File: config.mk
export PLATFORM = sky130hd
export DESIGN_NAME = lam_dep_xung_nkenh
export DESIGN_NICKNAME = d
export VERILOG_FILES = /design/src/rtl/lam_dep_xung_nkenh.sv
export SDC_FILE = /design/constraint.sdc
export NUM_CORES = 1
export LEC_CHECK = 0
export BUFFER_PORTS_ARGS = -buffer_cell sky130_fd_sc_hd__clkbuf_2
export CAP_MARGIN = 15
export CORE_ASPECT_RATIO = 1.75
export CORE_MARGIN = 2
export CORE_UTILIZATION = 45
export CTS_CLUSTER_SIZE = 40
export DETAILED_ROUTE_END_ITERATION = 6
export RECOVER_POWER = 25
export SYNTH_ARGS = -nofsm -noshare
export SYNTH_HDL_FRONTEND = slang
export SYNTH_SLANG_ARGS = --single-unit
File: constraint.sdc
create_clock -name ckht -period 2.4 [get_ports ckht]
set_input_delay 0.48 -clock ckht [delete_from_list [all_inputs] [get_ports ckht]]
set_output_delay 0.48 -clock ckht [all_outputs]
set_load 0.01 [all_outputs]
File: src/rtl/lam_dep_xung_nkenh.sv
// N-channel button conditioner: two-flop synchroniser, stable-time debounce,
// press/release pulses and optional auto-repeat per channel.
module lam_dep_xung_nkenh #(
  parameter int N          = 4,
  parameter int ACTIVE_LOW = 1,
  parameter int STABLE     = 250000,
  parameter int REP_EN     = 0,
  parameter int REP_DLY    = 25000000,
  parameter int REP_PER    = 5000000
) (
  input  logic         ckht,
  input  logic         rst_n,
  input  logic [N-1:0] d,
  output logic [N-1:0] q,
  output logic [N-1:0] xung_nhan,
  output logic [N-1:0] xung_nha,
  output logic [N-1:0] xung_lap
);

  localparam int              CW       = $clog2(STABLE) + 1;
  localparam logic [CW-1:0]   CNT_TOP  = CW'(STABLE - 1);
  localparam logic            IDLE_LVL = (ACTIVE_LOW != 0);

  genvar i;
  for (i = 0; i < N; i++) begin : g_ch
    logic          sync1, sync2, s;
    logic [CW-1:0] cnt;
    logic          q_r, nhan_r, nha_r;
    logic          fire, press_ev, rel_ev;

    always_ff @(posedge ckht or negedge rst_n) begin
      if (!rst_n) begin
        sync1 <= IDLE_LVL;
        sync2 <= IDLE_LVL;
      end else begin
        sync1 <= d[i];
        sync2 <= sync1;
      end
    end

    assign s        = sync2 ^ IDLE_LVL;
    assign fire     = (s != q_r) && (cnt == CNT_TOP);
    assign press_ev = fire & ~q_r;
    assign rel_ev   = fire &  q_r;

    always_ff @(posedge ckht or negedge rst_n) begin
      if (!rst_n) begin
        cnt    <= '0;
        q_r    <= 1'b0;
        nhan_r <= 1'b0;
        nha_r  <= 1'b0;
      end else begin
        nhan_r <= press_ev;
        nha_r  <= rel_ev;
        if (s == q_r || fire) begin
          cnt <= '0;
        end else begin
          cnt <= cnt + CW'(1);
        end
        if (fire) begin
          q_r <= ~q_r;
        end
      end
    end

    assign q[i]         = q_r;
    assign xung_nhan[i] = nhan_r;
    assign xung_nha[i]  = nha_r;

    if (REP_EN != 0) begin : g_rep
      localparam int            RMAX    = (REP_DLY > REP_PER) ? REP_DLY : REP_PER;
      localparam int            RW      = $clog2(RMAX) + 1;
      localparam logic [RW-1:0] DLY_TOP = RW'(REP_DLY - 1);
      localparam logic [RW-1:0] PER_TOP = RW'(REP_PER - 1);

      typedef enum logic [1:0] {IDLE, DLY, REP} rep_state_t;

      rep_state_t    st, st_n;
      logic [RW-1:0] rc, rc_n;
      logic          lap_r, lap_n;

      always_ff @(posedge ckht or negedge rst_n) begin
        if (!rst_n) begin
          st    <= IDLE;
          rc    <= '0;
          lap_r <= 1'b0;
        end else begin
          st    <= st_n;
          rc    <= rc_n;
          lap_r <= lap_n;
        end
      end

      // Press/release come from the debounce decision itself, not the
      // registered pulses, so the FSM leaves DLY/REP on the release edge.
      always_comb begin
        st_n  = st;
        rc_n  = rc;
        lap_n = 1'b0;
        case (st)
          IDLE: begin
            rc_n = '0;
            if (press_ev) st_n = DLY;
          end
          DLY: begin
            if (rel_ev) begin
              st_n = IDLE;
              rc_n = '0;
            end else if (rc == DLY_TOP) begin
              lap_n = 1'b1;
              rc_n  = '0;
              st_n  = REP;
            end else begin
              rc_n = rc + RW'(1);
            end
          end
          REP: begin
            if (rel_ev) begin
              st_n = IDLE;
              rc_n = '0;
            end else if (rc == PER_TOP) begin
              lap_n = 1'b1;
              rc_n  = '0;
            end else begin
              rc_n = rc + RW'(1);
            end
          end
          default: begin
            st_n = IDLE;
            rc_n = '0;
          end
        endcase
      end

      assign xung_lap[i] = lap_r;
    end else begin : g_norep
      assign xung_lap[i] = 1'b0;
    end
  end

endmodule

==> flow_results.xml, run 1 <==
<?xml version="1.0" encoding="UTF-8"?>
<metrics>
  <group name="floorplan">
    <metric name="floorplan.rows" unit="">49</metric>
    <metric name="floorplan.die_area" unit="µm²">11200</metric>
    <metric name="die-width" unit="µm">80.8</metric>
    <metric name="die_y" unit="µm">138</metric>
    <metric name="top_level_ports" unit="">22</metric>
    <metric name="floorplan.initialDensity" unit="%">45.7</metric>
    <metric name="core_area" unit="µm²">10200</metric>
  </group>
  <group name="critical_path">
    <metric name="worst-r2r-setup-slack" unit="ps">500</metric>
    <metric name="cp_slowest_cell" unit="">nor4_1</metric>
    <metric name="r2r_cells" unit="">5</metric>
    <metric name="reg2reg_to" unit="">g_ch[0].cnt[18]$_DFF_PN0_</metric>
    <metric name="crit_arrival" unit="ps">2150</metric>
    <metric name="timing.critical_path.slowest_cell_delay" unit="ps">560</metric>
    <metric name="worst_setup_path_class" unit="">reg -&gt; reg</metric>
    <metric name="type_of_origin_of_the_critical_path" unit="">flip-flop</metric>
    <metric name="crit_chain" unit="">ha_1 -&gt; nand3_1 -&gt; nor4_1 -&gt; mux2i_1 -&gt; nor3b_1</metric>
    <metric name="end_kind" unit="">flip-flop</metric>
    <metric name="critPathMaxFanout" unit="">6</metric>
    <metric name="cp_data_required_time" unit="ps">2650</metric>
    <metric name="timing.rr.start" unit="">g_ch[0].cnt[0]$_DFF_PN0_</metric>
  </group>
  <group name="placed_design">
    <metric name="dpl.hpwl" unit="mm">6.05</metric>
    <metric name="placedCellCount" unit="">591</metric>
    <metric name="gp_congestion" unit="">0.812</metric>
    <metric name="portBuffers" unit="">17</metric>
  </group>
  <group name="yosys">
    <metric name="simple_gate_area_share_of_the_yosys_netlist" unit="%">27.1</metric>
    <metric name="synth.yosys.warnings" unit="">0</metric>
    <metric name="ys_top_cells_by_area" unit="">dfrtp_1 47%, xnor2_1 9.2%, nor2_1 6.4%</metric>
    <metric name="synth_top_flop_cell" unit="">dfrtp_1</metric>
    <metric name="syn-mean-instance-area" unit="µm²">10.1</metric>
    <metric name="synth_edf_count" unit="">0</metric>
    <metric name="synth_seq_cells" unit="">96</metric>
    <metric name="netlist.area_leader.share" unit="%">47.4</metric>
    <metric name="compound_gate_fraction_of_synth_area" unit="%">3.01</metric>
    <metric name="xor_xnor_cell_area_share_of_the_yosys_netlist" unit="%">11.9</metric>
    <metric name="main_combinational_cell_family_by_area_after_synthesis" unit="">simple AND/OR/NAND/NOR gates</metric>
    <metric name="synth-async-reset-ratio" unit="%">100</metric>
    <metric name="ys_seq_area_share" unit="%">51.9</metric>
    <metric name="synthAdderAreaFrac" unit="%">1.08</metric>
    <metric name="post_synth_mux_area_share" unit="%">0.861</metric>
    <metric name="syn-instance-count" unit="">461</metric>
    <metric name="synth_top_area_cell" unit="">dfrtp_1</metric>
    <metric name="syn_area" unit="µm²">4650</metric>
    <metric name="netlist-cell-type-count" unit="">40</metric>
  </group>
  <group name="routing">
    <metric name="ant_nets" unit="">0</metric>
    <metric name="avgViaCountPerCell" unit="">5.49</metric>
    <metric name="drc" unit="">0</metric>
    <metric name="met2WireLength" unit="mm">4.49</metric>
    <metric name="met3_routed_wl" unit="µm">196</metric>
    <metric name="drtIter0Drc" unit="">167</metric>
    <metric name="top_layer" unit="">met4</metric>
    <metric name="vias_after_detailed_routing" unit="">3333</metric>
    <metric name="first_pass_iters" unit="">4</metric>
    <metric name="wire_length_after_detailed_routing" unit="mm">8.52</metric>
    <metric name="avgRoutedWirePerCell" unit="µm">14.0</metric>
    <metric name="post_route_m1_wl" unit="mm">3.58</metric>
  </group>
  <group name="clocking">
    <metric name="post_cts_buffers" unit="">0</metric>
    <metric name="clock_path_buffers" unit="">2</metric>
    <metric name="worst_setup_hold_path_clk_slew" unit="ps">70</metric>
    <metric name="clockRootBuffer" unit="">clkbuf_16</metric>
    <metric name="clkSinkCount" unit="">96</metric>
    <metric name="clock_latency_at_the_later_pin_of_the_worst_skew_pair" unit="ps">330</metric>
    <metric name="cts_hold_buf" unit="">0</metric>
    <metric name="tritoncts.num_buffers" unit="">9</metric>
    <metric name="h_tree_depth" unit="">3</metric>
    <metric name="cts_tree" unit="">yes</metric>
    <metric name="post_cts_resized" unit="">0</metric>
  </group>
  <group name="power_and_ir_drop">
    <metric name="pwr_density_cell" unit="nW/µm²">637</metric>
    <metric name="leakagePower" unit="µW">0.00208</metric>
    <metric name="vdd_drop_max" unit="µV">376</metric>
  </group>
  <group name="sta">
    <metric name="slew_headroom" unit="%">32.7</metric>
    <metric name="rsz0062_at_grt" unit="">no</metric>
    <metric name="timing.fmax" unit="MHz">525</metric>
    <metric name="setup_violations" unit="">0</metric>
    <metric name="tns" unit="ps">0</metric>
    <metric name="maxSlewViolCount" unit="">0</metric>
    <metric name="final-hold-violation-count" unit="">0</metric>
    <metric name="final_period_minus_worst_setup_slack" unit="ps">1900</metric>
    <metric name="worst-slew-pin-transition" unit="ps">1010</metric>
    <metric name="post-route-period-util" unit="%">79.3</metric>
    <metric name="timing.clock.skew" unit="ps">5.00</metric>
  </group>
  <group name="final_layout">
    <metric name="n_antenna_cell" unit="">0</metric>
    <metric name="flow.area_growth_from_synthesis" unit="%">9.83</metric>
    <metric name="nNetsFinal" unit="">485</metric>
    <metric name="final_layout_size_suffix_gt1_share" unit="%">12.1</metric>
    <metric name="layout.cells.non_filler" unit="">607</metric>
    <metric name="layout.filler_cells" unit="">959</metric>
  </group>
  <group name="status">
    <metric name="outcome" unit="">finished, final reports clean</metric>
  </group>
  <group name="min_path">
    <metric name="min-delay-start" unit="">d[1]</metric>
    <metric name="hold_crit_endpoint" unit="">g_ch[1].sync1$_DFF_PN1_</metric>
    <metric name="min-delay-path-class" unit="">in -&gt; reg</metric>
    <metric name="min_path_cells" unit="">1</metric>
  </group>
  <group name="global_routing">
    <metric name="grt_overflow" unit="">0</metric>
    <metric name="antenna_found_initial" unit="">0</metric>
    <metric name="groute.usage.overall" unit="%">16.9</metric>
    <metric name="first_pass_grt_wire_length" unit="mm">15.0</metric>
    <metric name="grt_start_max_net_pins" unit="">43</metric>
    <metric name="via_count_of_the_first_global_routing_pass" unit="">3287</metric>
  </group>
  <group name="flow_run">
    <metric name="cap_violations" unit="">0</metric>
  </group>
</metrics>
-- state kept, by name (all words and copies together) (netlist names) --
register / flops
g_ch.sync2: 4
g_ch.cnt: 76
g_ch.sync1: 4
g_ch.nha_r: 4
g_ch.nhan_r: 4
g_ch.q_r: 4
-- critical path: cells and delay by family, from the launching register on --
family                     cells  cell delay (ps)
DFF                            1              400
muxes                          1              230
adders and majority gates      1              220
and+or+nand+nor                3              970
-- Yosys cell counts (2+ instances only) --
master / n
xor2_1: 14
dfstp_2: 8
nor4b_1: 2
nand2_1: 22
dfrtp_1: 88
nor4bb_1: 3
or4_1: 3
nand4_1: 27
buf_4: 16
nand3_1: 26
nor2_1: 79
and4_1: 5
mux2i_1: 4
xnor2_1: 49
or3_1: 6
buf_2: 4
and3_1: 13
a21oi_1: 5
nor3_1: 19
or2_2: 2
nand4b_1: 2
o21ai_2: 3
ha_1: 4
o21ai_0: 10
nor3b_1: 2
nand4_4: 2
nor4_1: 20
inv_1: 9
clkbuf_1: 3
-- final cells by class --
cell class | count | area (µm²) | area share [%]
timing repair buffer | 24 | 135 | 2.65
inverter | 9 | 33.8 | 0.662
clock buffer | 13 | 260 | 5.10
tap | 127 | 159 | 3.11
multi-input combinational | 335 | 2060 | 40.3
clock inverter | 3 | 47.5 | 0.931
sequential | 96 | 2410 | 47.3
-- where the power goes --
group	total, µW	switching, µW	internal (µW)
logic	97.9	68.2	29.6
registers	1670	25.6	1650
clock network	1480	607	874
-- logic make-up after synthesis --
kind of cell / after synthesis
xor gates and xnor gates: 63
DFF: 96
AOI/OAI and AO/OA: 23
buffers and inverters: 33
adders and majority gates: 4
muxes: 4
and+or+nand+nor: 237
other: 1
-- metal layers --
metal  global-route usage [%]  vias to the layer above
met5                        0                        -
met4                     7.49                        0
met3                     3.20                       18
met2                     28.5                       47
met1                     20.5                     1634
li1                         -                     1634
-- per-stage QoR --
stage | setup slack [ps] | hold slack, ps | power, µW | area [µm²] | util (%)
final | 496 | 218 | 3250 | 5100 | 50.2
after global routing | 146 | 205 | 3390 | 5100 | 50.2
after global placement | 522 | 345 | 1800 | 4810 | 47.3
after floorplan | 687 | 184 | 1750 | 4660 | -
after CTS | 456 | 126 | 3310 | 5120 | 50.3
after detailed placement | 468 | 348 | 1810 | 4810 | 47.3
-- how the worst max path moves through the flow --
stage                             start                        end  slack, ps
2_1_floorplan  g_ch[2].cnt[0]$_DFF_PN0_  g_ch[2].cnt[18]$_DFF_PN0_        690
3_3_place_gp   g_ch[0].cnt[4]$_DFF_PN0_   g_ch[0].cnt[8]$_DFF_PN0_        520
3_5_place_dp   g_ch[0].cnt[0]$_DFF_PN0_  g_ch[0].cnt[18]$_DFF_PN0_        470
4_1_cts        g_ch[0].cnt[0]$_DFF_PN0_  g_ch[0].cnt[18]$_DFF_PN0_        460
5_1_grt                           rst_n   g_ch[1].cnt[5]$_DFF_PN0_        150
6_report       g_ch[0].cnt[0]$_DFF_PN0_  g_ch[0].cnt[18]$_DFF_PN0_        500
-- layout by cell type, fill, tap and decap left out, types with 4 or more instances in the layout --
cell type / n
inv_1: 9
dfstp_2: 8
nand4_1: 27
xor2_1: 14
clkbuf_16: 9
and3_1: 13
mux2i_1: 4
and4_1: 5
xnor2_1: 49
o21ai_0: 10
nor3_1: 19
or3_1: 6
a21oi_1: 5
dfrtp_1: 88
conb_1: 4
nand2_1: 22
clkbuf_2: 18
nor4_1: 20
nand3_1: 26
ha_1: 4
buf_4: 6
nor2_1: 79
Note: power is estimated with default switching activity, not from simulation.
==> inputs of run 2 (changes only) <==
==> constraint.sdc (replaced) <==
create_clock -name ckht -period 1.95 [get_ports ckht]
set_input_delay 0.39 -clock ckht [delete_from_list [all_inputs] [get_ports ckht]]
set_output_delay 0.39 -clock ckht [all_outputs]
set_load 0.01 [all_outputs]
==> flow_results.xml, run 2 (same netlist as run 1, synthesis figures left out) <==
<?xml version="1.0" encoding="UTF-8"?>
<metrics>
  <group name="status">
    <metric name="outcome" unit="">finished, final reports clean</metric>
  </group>
  <group name="sta">
    <metric name="maxSlewViolCount" unit="">0</metric>
    <metric name="post-route-period-util" unit="%">93.0</metric>
    <metric name="timing.clock.skew" unit="ps">7.94</metric>
    <metric name="final-hold-violation-count" unit="">0</metric>
    <metric name="slew_headroom" unit="%">49.4</metric>
    <metric name="worst-slew-pin-transition" unit="ps">759</metric>
    <metric name="tns" unit="ps">0</metric>
    <metric name="timing.fmax" unit="MHz">551</metric>
    <metric name="rsz0062_at_grt" unit="">no</metric>
    <metric name="setup_violations" unit="">0</metric>
    <metric name="final_period_minus_worst_setup_slack" unit="ps">1810</metric>
  </group>
  <group name="routing">
    <metric name="avgRoutedWirePerCell" unit="µm">14.4</metric>
    <metric name="ant_nets" unit="">0</metric>
    <metric name="wire_length_after_detailed_routing" unit="mm">8.93</metric>
    <metric name="first_pass_iters" unit="">4</metric>
    <metric name="drc" unit="">0</metric>
    <metric name="avgViaCountPerCell" unit="">5.42</metric>
    <metric name="drtIter0Drc" unit="">150</metric>
    <metric name="vias_after_detailed_routing" unit="">3371</metric>
  </group>
  <group name="critical_path">
    <metric name="cp_buf_inv_count" unit="">0</metric>
    <metric name="cp_slowest_cell" unit="">or4_1</metric>
    <metric name="crit_arrival" unit="ps">2040</metric>
    <metric name="type_of_origin_of_the_critical_path" unit="">flip-flop</metric>
    <metric name="critical_path.top_delay_family" unit="">simple AND/OR/NAND/NOR gates</metric>
    <metric name="worst_setup_path_class" unit="">reg -&gt; reg</metric>
    <metric name="cp_data_required_time" unit="ps">2180</metric>
    <metric name="cp-endpoint" unit="">g_ch[0].cnt[1]$_DFF_PN0_</metric>
    <metric name="timing.rr.start" unit="">g_ch[0].cnt[9]$_DFF_PN0_</metric>
    <metric name="r2r_cells" unit="">4</metric>
    <metric name="worst-path-stages" unit="">4</metric>
    <metric name="timing.critical_path.slowest_cell_delay" unit="ps">590</metric>
    <metric name="critPathMaxFanout" unit="">5</metric>
    <metric name="worst-r2r-setup-slack" unit="ps">140</metric>
    <metric name="crit_chain" unit="">nor4bb_2 -&gt; nand2_1 -&gt; or4_1 -&gt; and3_1</metric>
    <metric name="end_kind" unit="">flip-flop</metric>
    <metric name="critical_path.startpoint" unit="">g_ch[0].cnt[9]$_DFF_PN0_</metric>
    <metric name="reg2reg_to" unit="">g_ch[0].cnt[1]$_DFF_PN0_</metric>
  </group>
  <group name="final_layout">
    <metric name="n_antenna_cell" unit="">0</metric>
    <metric name="largest_reg_flops" unit="">76</metric>
    <metric name="final_common_cell" unit="">dfrtp_1</metric>
    <metric name="final_layout_size_suffix_gt1_share" unit="%">15.4</metric>
    <metric name="area.sequential" unit="µm²">2410</metric>
    <metric name="multi_input_combinational_cell_area" unit="µm²">2090</metric>
    <metric name="final_util" unit="%">51.8</metric>
    <metric name="nNetsFinal" unit="">500</metric>
    <metric name="layout.filler_cells" unit="">965</metric>
    <metric name="mostFrequentLayoutCells" unit="">88 x dfrtp_1, 79 x nor2_1, 49 x xnor2_1, 27 x nand4_1, 25 x nand3_1</metric>
    <metric name="flow.area_growth_from_synthesis" unit="%">13.4</metric>
    <metric name="largest-register" unit="">g_ch.cnt</metric>
  </group>
  <group name="clocking">
    <metric name="tritoncts.num_buffers" unit="">9</metric>
    <metric name="clock_latency_at_the_later_pin_of_the_worst_skew_pair" unit="ps">340</metric>
    <metric name="post_cts_buffers" unit="">0</metric>
    <metric name="clkSinkCount" unit="">96</metric>
    <metric name="h_tree_depth" unit="">3</metric>
    <metric name="worst_setup_hold_path_clk_slew" unit="ps">70</metric>
    <metric name="clock_path_buffers" unit="">2</metric>
    <metric name="cts_tree" unit="">yes</metric>
    <metric name="clockRootBuffer" unit="">clkbuf_16</metric>
  </group>
  <group name="placed_design">
    <metric name="gp_congestion" unit="">0.824</metric>
    <metric name="dpl.hpwl" unit="mm">6.42</metric>
    <metric name="portBuffers" unit="">17</metric>
  </group>
  <group name="floorplan">
    <metric name="top_level_ports" unit="">22</metric>
    <metric name="core_area" unit="µm²">10200</metric>
    <metric name="floorplan.die_area" unit="µm²">11200</metric>
    <metric name="die_y" unit="µm">138</metric>
    <metric name="die-width" unit="µm">80.8</metric>
    <metric name="floorplan.initialDensity" unit="%">45.7</metric>
    <metric name="floorplan.rows" unit="">49</metric>
  </group>
  <group name="power_and_ir_drop">
    <metric name="vdd_drop_max" unit="µV">617</metric>
    <metric name="p_switching" unit="µW">841</metric>
    <metric name="sw_frac_of_total" unit="%">20.7</metric>
    <metric name="pwr-share-comb" unit="%">3.1</metric>
    <metric name="intPower" unit="µW">3220</metric>
    <metric name="seqPwrFrac" unit="%">50.7</metric>
    <metric name="p_clk_share" unit="%">46.3</metric>
    <metric name="leakagePower" unit="µW">0.00216</metric>
    <metric name="pwr_density_cell" unit="nW/µm²">771</metric>
  </group>
  <group name="global_routing">
    <metric name="grt_overflow" unit="">0</metric>
    <metric name="antenna_found_initial" unit="">0</metric>
    <metric name="first_pass_grt_wire_length" unit="mm">15.9</metric>
    <metric name="groute.usage.overall" unit="%">17.9</metric>
    <metric name="grt_start_max_net_pins" unit="">58</metric>
    <metric name="via_count_of_the_first_global_routing_pass" unit="">3528</metric>
  </group>
  <group name="min_path">
    <metric name="min_path_cells" unit="">1</metric>
    <metric name="min-delay-path-class" unit="">in -&gt; reg</metric>
  </group>
  <group name="flow_run">
    <metric name="cap_violations" unit="">0</metric>
  </group>
</metrics>
[run 2: changes by cell type in the layout (fill, tap and decap cells not counted), sizes merged]
| cell | previous run | this run |
|---|---|---|
| buf | 6 | 20 |
| bufinv | 1 | 2 |
| clkbuf | 31 | 29 |
| clkinv | 0 | 1 |
| clkinvlp | 0 | 2 |
| dlygate4sd3 | 0 | 1 |
| inv | 11 | 9 |
[run 2: worst min path at each step]
stage	startpoint	end	slack, ps
floorplan	rst_n	g_ch[0].cnt[0]$_DFF_PN0_	90
global placement	rst_n	g_ch[3].cnt[12]$_DFF_PN0_	300
detailed placement	rst_n	g_ch[3].cnt[12]$_DFF_PN0_	300
CTS	d[1]	g_ch[1].sync1$_DFF_PN1_	110
global route	d[0]	g_ch[0].sync1$_DFF_PN1_	110
finish	d[3]	g_ch[3].sync1$_DFF_PN1_	120
[run 2: cell type report]
cell class | count | area share, %
clock buffers | 11 | 4.61
clock inverters | 5 | 1.52
inverters | 9 | 0.641
multi-input cells | 335 | 39.7
flip-flops and latches | 96 | 45.8
well taps | 127 | 3.02
repair buffers | 39 | 4.77
[run 2: power by group through the flow]
stage	Clock (µW)	Sequential, µW	Combinational, µW
2_1_floorplan	0	2090	64.3
3_3_place_gp	0	2090	130
3_5_place_dp	0	2100	133
4_1_cts	1940	2060	134
5_1_grt	2050	2060	146
6_report	1880	2060	124
[run 2: layer usage]
metal  wire length [µm]  vias to the layer above  global-route usage [%]
li1                   -                     1662                       -
met5                  0                        -                       0
met1               3650                     1671                    21.4
met3                203                       12                    4.11
met2               4900                       26                    30.7
met4                174                        0                    6.87
[run 2: stage by stage]
| step | total power [µW] | area (µm²) | cells | worst slack, ps | hold slack, ps |
|---|---|---|---|---|---|
| floorplan | 2150 | 4660 | 464 | 237 | 94.4 |
| global placement | 2220 | 4920 | 605 | 89.2 | 300 |
| detailed placement | 2230 | 4920 | 605 | 79.5 | 305 |
| CTS | 4130 | 5250 | 622 | 63.8 | 112 |
| global route | 4260 | 5270 | 622 | 55.1 | 107 |
| finish | 4060 | 5270 | 622 | 136 | 124 |
[run 2: worst register-to-register path: cells and delay by family, from the launching register on]
kind             cells  cell delay [ps]
AND/OR/NAND/NOR      4             1240
flip-flops           1              450
[run 2: timing repair]
item	in CTS	in global routing
gates resized for setup	0	5
hold buffers	1	0
endpoints found under the setup margin	0	3
hold endpoints to repair	19	0
==> inputs of run 3 (changes only) <==
--- a/config.mk
+++ b/config.mk
@@ -5,6 +5,7 @@
 export SDC_FILE = /design/constraint.sdc
 export NUM_CORES = 1
 export LEC_CHECK = 0
+export ABC_AREA = 1
 export BUFFER_PORTS_ARGS = -buffer_cell sky130_fd_sc_hd__clkbuf_2
 export CAP_MARGIN = 15
 export CORE_ASPECT_RATIO = 1.75
==> flow_results.xml, run 3 <==
<?xml version="1.0" encoding="UTF-8"?>
<metrics>
  <group name="placed_design">
    <metric name="gp_congestion" unit="">0.856</metric>
    <metric name="placed_area" unit="µm²">5240</metric>
    <metric name="dpl.hpwl" unit="mm">7.34</metric>
    <metric name="dpl_worst_slack" unit="ps">370</metric>
    <metric name="portBuffers" unit="">17</metric>
  </group>
  <group name="clocking">
    <metric name="h_tree_depth" unit="">3</metric>
    <metric name="tritoncts.num_buffers" unit="">9</metric>
    <metric name="clockRootBuffer" unit="">clkbuf_16</metric>
    <metric name="clkSinkCount" unit="">96</metric>
    <metric name="cts_tree" unit="">yes</metric>
    <metric name="post_cts_resized" unit="">0</metric>
    <metric name="clock_path_buffers" unit="">2</metric>
    <metric name="worst_setup_hold_path_clk_slew" unit="ps">70</metric>
    <metric name="clock_latency_at_the_later_pin_of_the_worst_skew_pair" unit="ps">350</metric>
  </group>
  <group name="sta">
    <metric name="final_period_minus_worst_setup_slack" unit="ps">1570</metric>
    <metric name="rsz0062_at_grt" unit="">no</metric>
    <metric name="tns" unit="ps">0</metric>
    <metric name="maxSlewViolCount" unit="">0</metric>
    <metric name="final-hold-violation-count" unit="">0</metric>
    <metric name="slew_headroom" unit="%">45.9</metric>
    <metric name="post-route-period-util" unit="%">80.6</metric>
    <metric name="timing.clock.skew" unit="ps">6.99</metric>
    <metric name="setup_violations" unit="">0</metric>
    <metric name="timing.fmax" unit="MHz">636</metric>
    <metric name="fin_worst_hold_slack" unit="ps">122</metric>
    <metric name="finalWorstSetupSlack" unit="ps">378</metric>
    <metric name="worst-slew-pin-transition" unit="ps">812</metric>
  </group>
  <group name="yosys">
    <metric name="netlist-cell-type-count" unit="">25</metric>
    <metric name="ys_seq_area_share" unit="%">47.3</metric>
    <metric name="synth_top_flop_cell" unit="">dfrtp_1</metric>
    <metric name="synth-async-reset-ratio" unit="%">100</metric>
    <metric name="synth_edf_count" unit="">0</metric>
    <metric name="syn-instance-count" unit="">671</metric>
    <metric name="synth.yosys.warnings" unit="">0</metric>
    <metric name="netlist.area_leader.share" unit="%">43.1</metric>
    <metric name="syn-mean-instance-area" unit="µm²">7.61</metric>
    <metric name="synth.cells.most_frequent" unit="">166 x nor2_1, 163 x nand2_1, 88 x dfrtp_1</metric>
    <metric name="ys_top_cells_by_area" unit="">dfrtp_1 43%, nor2_1 12%, nand2_1 12%</metric>
    <metric name="yosys.cell_count.top_type" unit="">nor2_1</metric>
    <metric name="syn_area" unit="µm²">5100</metric>
    <metric name="synth_seq_cells" unit="">96</metric>
    <metric name="synth_top_area_cell" unit="">dfrtp_1</metric>
  </group>
  <group name="final_layout">
    <metric name="final_layout_size_suffix_gt1_share" unit="%">8.24</metric>
    <metric name="flow.area_growth_from_synthesis" unit="%">9.12</metric>
    <metric name="largest_reg_flops" unit="">76</metric>
    <metric name="mostFrequentLayoutCells" unit="">166 x nor2_1, 163 x nand2_1, 88 x dfrtp_1, 81 x inv_1, 51 x nand3_1</metric>
    <metric name="largest-register" unit="">g_ch.cnt</metric>
    <metric name="final_design_area_no_fill" unit="µm²">5570</metric>
    <metric name="nNetsFinal" unit="">697</metric>
    <metric name="final_common_cell" unit="">nor2_1</metric>
    <metric name="n_antenna_cell" unit="">0</metric>
  </group>
  <group name="floorplan">
    <metric name="die-width" unit="µm">84.5</metric>
    <metric name="floorplan.initialDensity" unit="%">46.0</metric>
    <metric name="top_level_ports" unit="">22</metric>
    <metric name="die_y" unit="µm">145</metric>
    <metric name="core_area" unit="µm²">11100</metric>
    <metric name="floorplan.die_area" unit="µm²">12200</metric>
    <metric name="floorplan.rows" unit="">51</metric>
  </group>
  <group name="global_routing">
    <metric name="grt_overflow" unit="">0</metric>
    <metric name="groute.usage.overall" unit="%">17.3</metric>
    <metric name="antenna_found_initial" unit="">0</metric>
    <metric name="grt_start_max_net_pins" unit="">31</metric>
    <metric name="via_count_of_the_first_global_routing_pass" unit="">4011</metric>
    <metric name="first_pass_grt_wire_length" unit="mm">17.4</metric>
  </group>
  <group name="status">
    <metric name="outcome" unit="">finished, final reports clean</metric>
  </group>
  <group name="routing">
    <metric name="drtIter0Drc" unit="">182</metric>
    <metric name="first_pass_iters" unit="">4</metric>
    <metric name="ant_nets" unit="">0</metric>
    <metric name="avgRoutedWirePerCell" unit="µm">12.1</metric>
    <metric name="vias_after_detailed_routing" unit="">4048</metric>
    <metric name="drc" unit="">0</metric>
    <metric name="avgViaCountPerCell" unit="">4.91</metric>
    <metric name="wire_length_after_detailed_routing" unit="mm">9.99</metric>
  </group>
  <group name="critical_path">
    <metric name="timing.rr.start" unit="">g_ch[0].cnt[0]$_DFF_PN0_</metric>
    <metric name="cp_data_required_time" unit="ps">2180</metric>
    <metric name="timing.critical_path.slowest_cell_delay" unit="ps">370</metric>
    <metric name="end_kind" unit="">flip-flop</metric>
    <metric name="crit_chain" unit="">ha_1 -&gt; nand3_1 -&gt; inv_1 -&gt; nand2_1 -&gt; nor2_1 -&gt; nand3_1 -&gt; nand2_1 -&gt; nor2_1</metric>
    <metric name="critPathMaxFanout" unit="">4</metric>
    <metric name="worst_setup_path_class" unit="">reg -&gt; reg</metric>
    <metric name="type_of_origin_of_the_critical_path" unit="">flip-flop</metric>
    <metric name="cp_slowest_cell" unit="">dfrtp_1</metric>
    <metric name="r2r_cells" unit="">8</metric>
    <metric name="crit_arrival" unit="ps">1800</metric>
    <metric name="reg2reg_to" unit="">g_ch[0].cnt[14]$_DFF_PN0_</metric>
    <metric name="worst-r2r-setup-slack" unit="ps">380</metric>
  </group>
  <group name="power_and_ir_drop">
    <metric name="vdd_drop_max" unit="µV">489</metric>
    <metric name="leakagePower" unit="µW">0.00255</metric>
    <metric name="fin_total_pwr" unit="µW">4110</metric>
    <metric name="pwr_density_cell" unit="nW/µm²">738</metric>
  </group>
  <group name="min_path">
    <metric name="min-delay-start" unit="">d[0]</metric>
    <metric name="hold_crit_endpoint" unit="">g_ch[0].sync1$_DFF_PN1_</metric>
    <metric name="min_path_cells" unit="">1</metric>
    <metric name="min-delay-path-class" unit="">in -&gt; reg</metric>
  </group>
  <group name="flow_run">
    <metric name="cap_violations" unit="">0</metric>
  </group>
</metrics>
run 3: changes by cell type after synthesis, sizes merged, moves of 29 or more:
| cell | previous run | this run |
|---|---|---|
| nand2 | 22 | 167 |
| nor2 | 79 | 168 |
| xnor2 | 49 | 17 |
| nand3 | 26 | 55 |
| inv | 9 | 81 |
run 3: worst max-delay path, delay by kind of cell, from the launching register on:
kind / cells / cell delay, ps
adders and majority gates: 1 / 230
DFF: 1 / 370
buffers and inverters: 1 / 110
and+or+nand+nor: 6 / 730
run 3: worst max-delay path by stage:
stage / from / to / slack (ps) / cells past startpoint
after floorplan: g_ch[1].cnt[0]$_DFF_PN0_ / g_ch[1].cnt[13]$_DFF_PN0_ / 510 / 7
after global placement: g_ch[1].cnt[0]$_DFF_PN0_ / g_ch[1].cnt[12]$_DFF_PN0_ / 410 / 6
final: g_ch[0].cnt[0]$_DFF_PN0_ / g_ch[0].cnt[14]$_DFF_PN0_ / 380 / 8
after detailed placement: g_ch[3].cnt[0]$_DFF_PN0_ / g_ch[3].cnt[12]$_DFF_PN0_ / 370 / 6
after CTS: g_ch[3].cnt[0]$_DFF_PN0_ / g_ch[3].cnt[12]$_DFF_PN0_ / 370 / 6
after global routing: g_ch[1].cnt[0]$_DFF_PN0_ / g_ch[1].cnt[10]$_DFF_PN0_ / 180 / 6
run 3: metrics by stage:
step / cells / util [%]
floorplan: 674 / -
global placement: 807 / 47.2
detailed placement: 807 / 47.2
CTS: 824 / 50.2
global route: 824 / 50.2
finish: 824 / 50.2
run 3: cell type report:
type / count / area, µm²
repair buffers: 22 / 138
inverters: 81 / 304
multi-input cells: 477 / 2230
clock buffers: 9 / 225
clock inverters: 7 / 95.1
well taps: 132 / 165
fillers: 1101 / 5530
flip-flops and latches: 96 / 2410
run 3: routing by layer:
| layer | track usage (%) | wire length, µm | vias to the layer above |
|---|---|---|---|
| met3 | 2.73 | 207 | 21 |
| li1 | - | - | 2064 |
| met2 | 31.2 | 5440 | 39 |
| met1 | 19.3 | 4090 | 1924 |
| met5 | 0 | 0 | - |
| met4 | 8.25 | 258 | 0 |
run 3: cells by family (layout without fill, tap and decap cells):
family | after synthesis | in the layout | synth area share (%)
adders and majority gates | 4 | 4 | 0.980
xor gates and xnor gates | 41 | 41 | 7.03
and+or+nand+nor | 417 | 417 | 34.3
buffers and inverters | 101 | 119 | 9.26
DFF | 96 | 96 | 47.3
other | 1 | 4 | 0.0735
AOI/OAI and AO/OA | 11 | 11 | 1.13
run 3: timing repair:
item,in CTS,in global routing
hold buffers,1,0
endpoints found under the hold margin,22,0
buffers inserted,0,0
endpoints found under the setup margin,0,0
run 3: where the power goes:
part / switching [µW] / leakage [µW] / total (µW) / internal, µW
Sequential: 22.7 / 0.00130 / 2050 / 2030
Clock: 796 / 0.000156 / 1920 / 1130
Combinational: 96.8 / 0.00109 / 139 / 41.9
Total: 915 / 0.00255 / 4110 / 3190
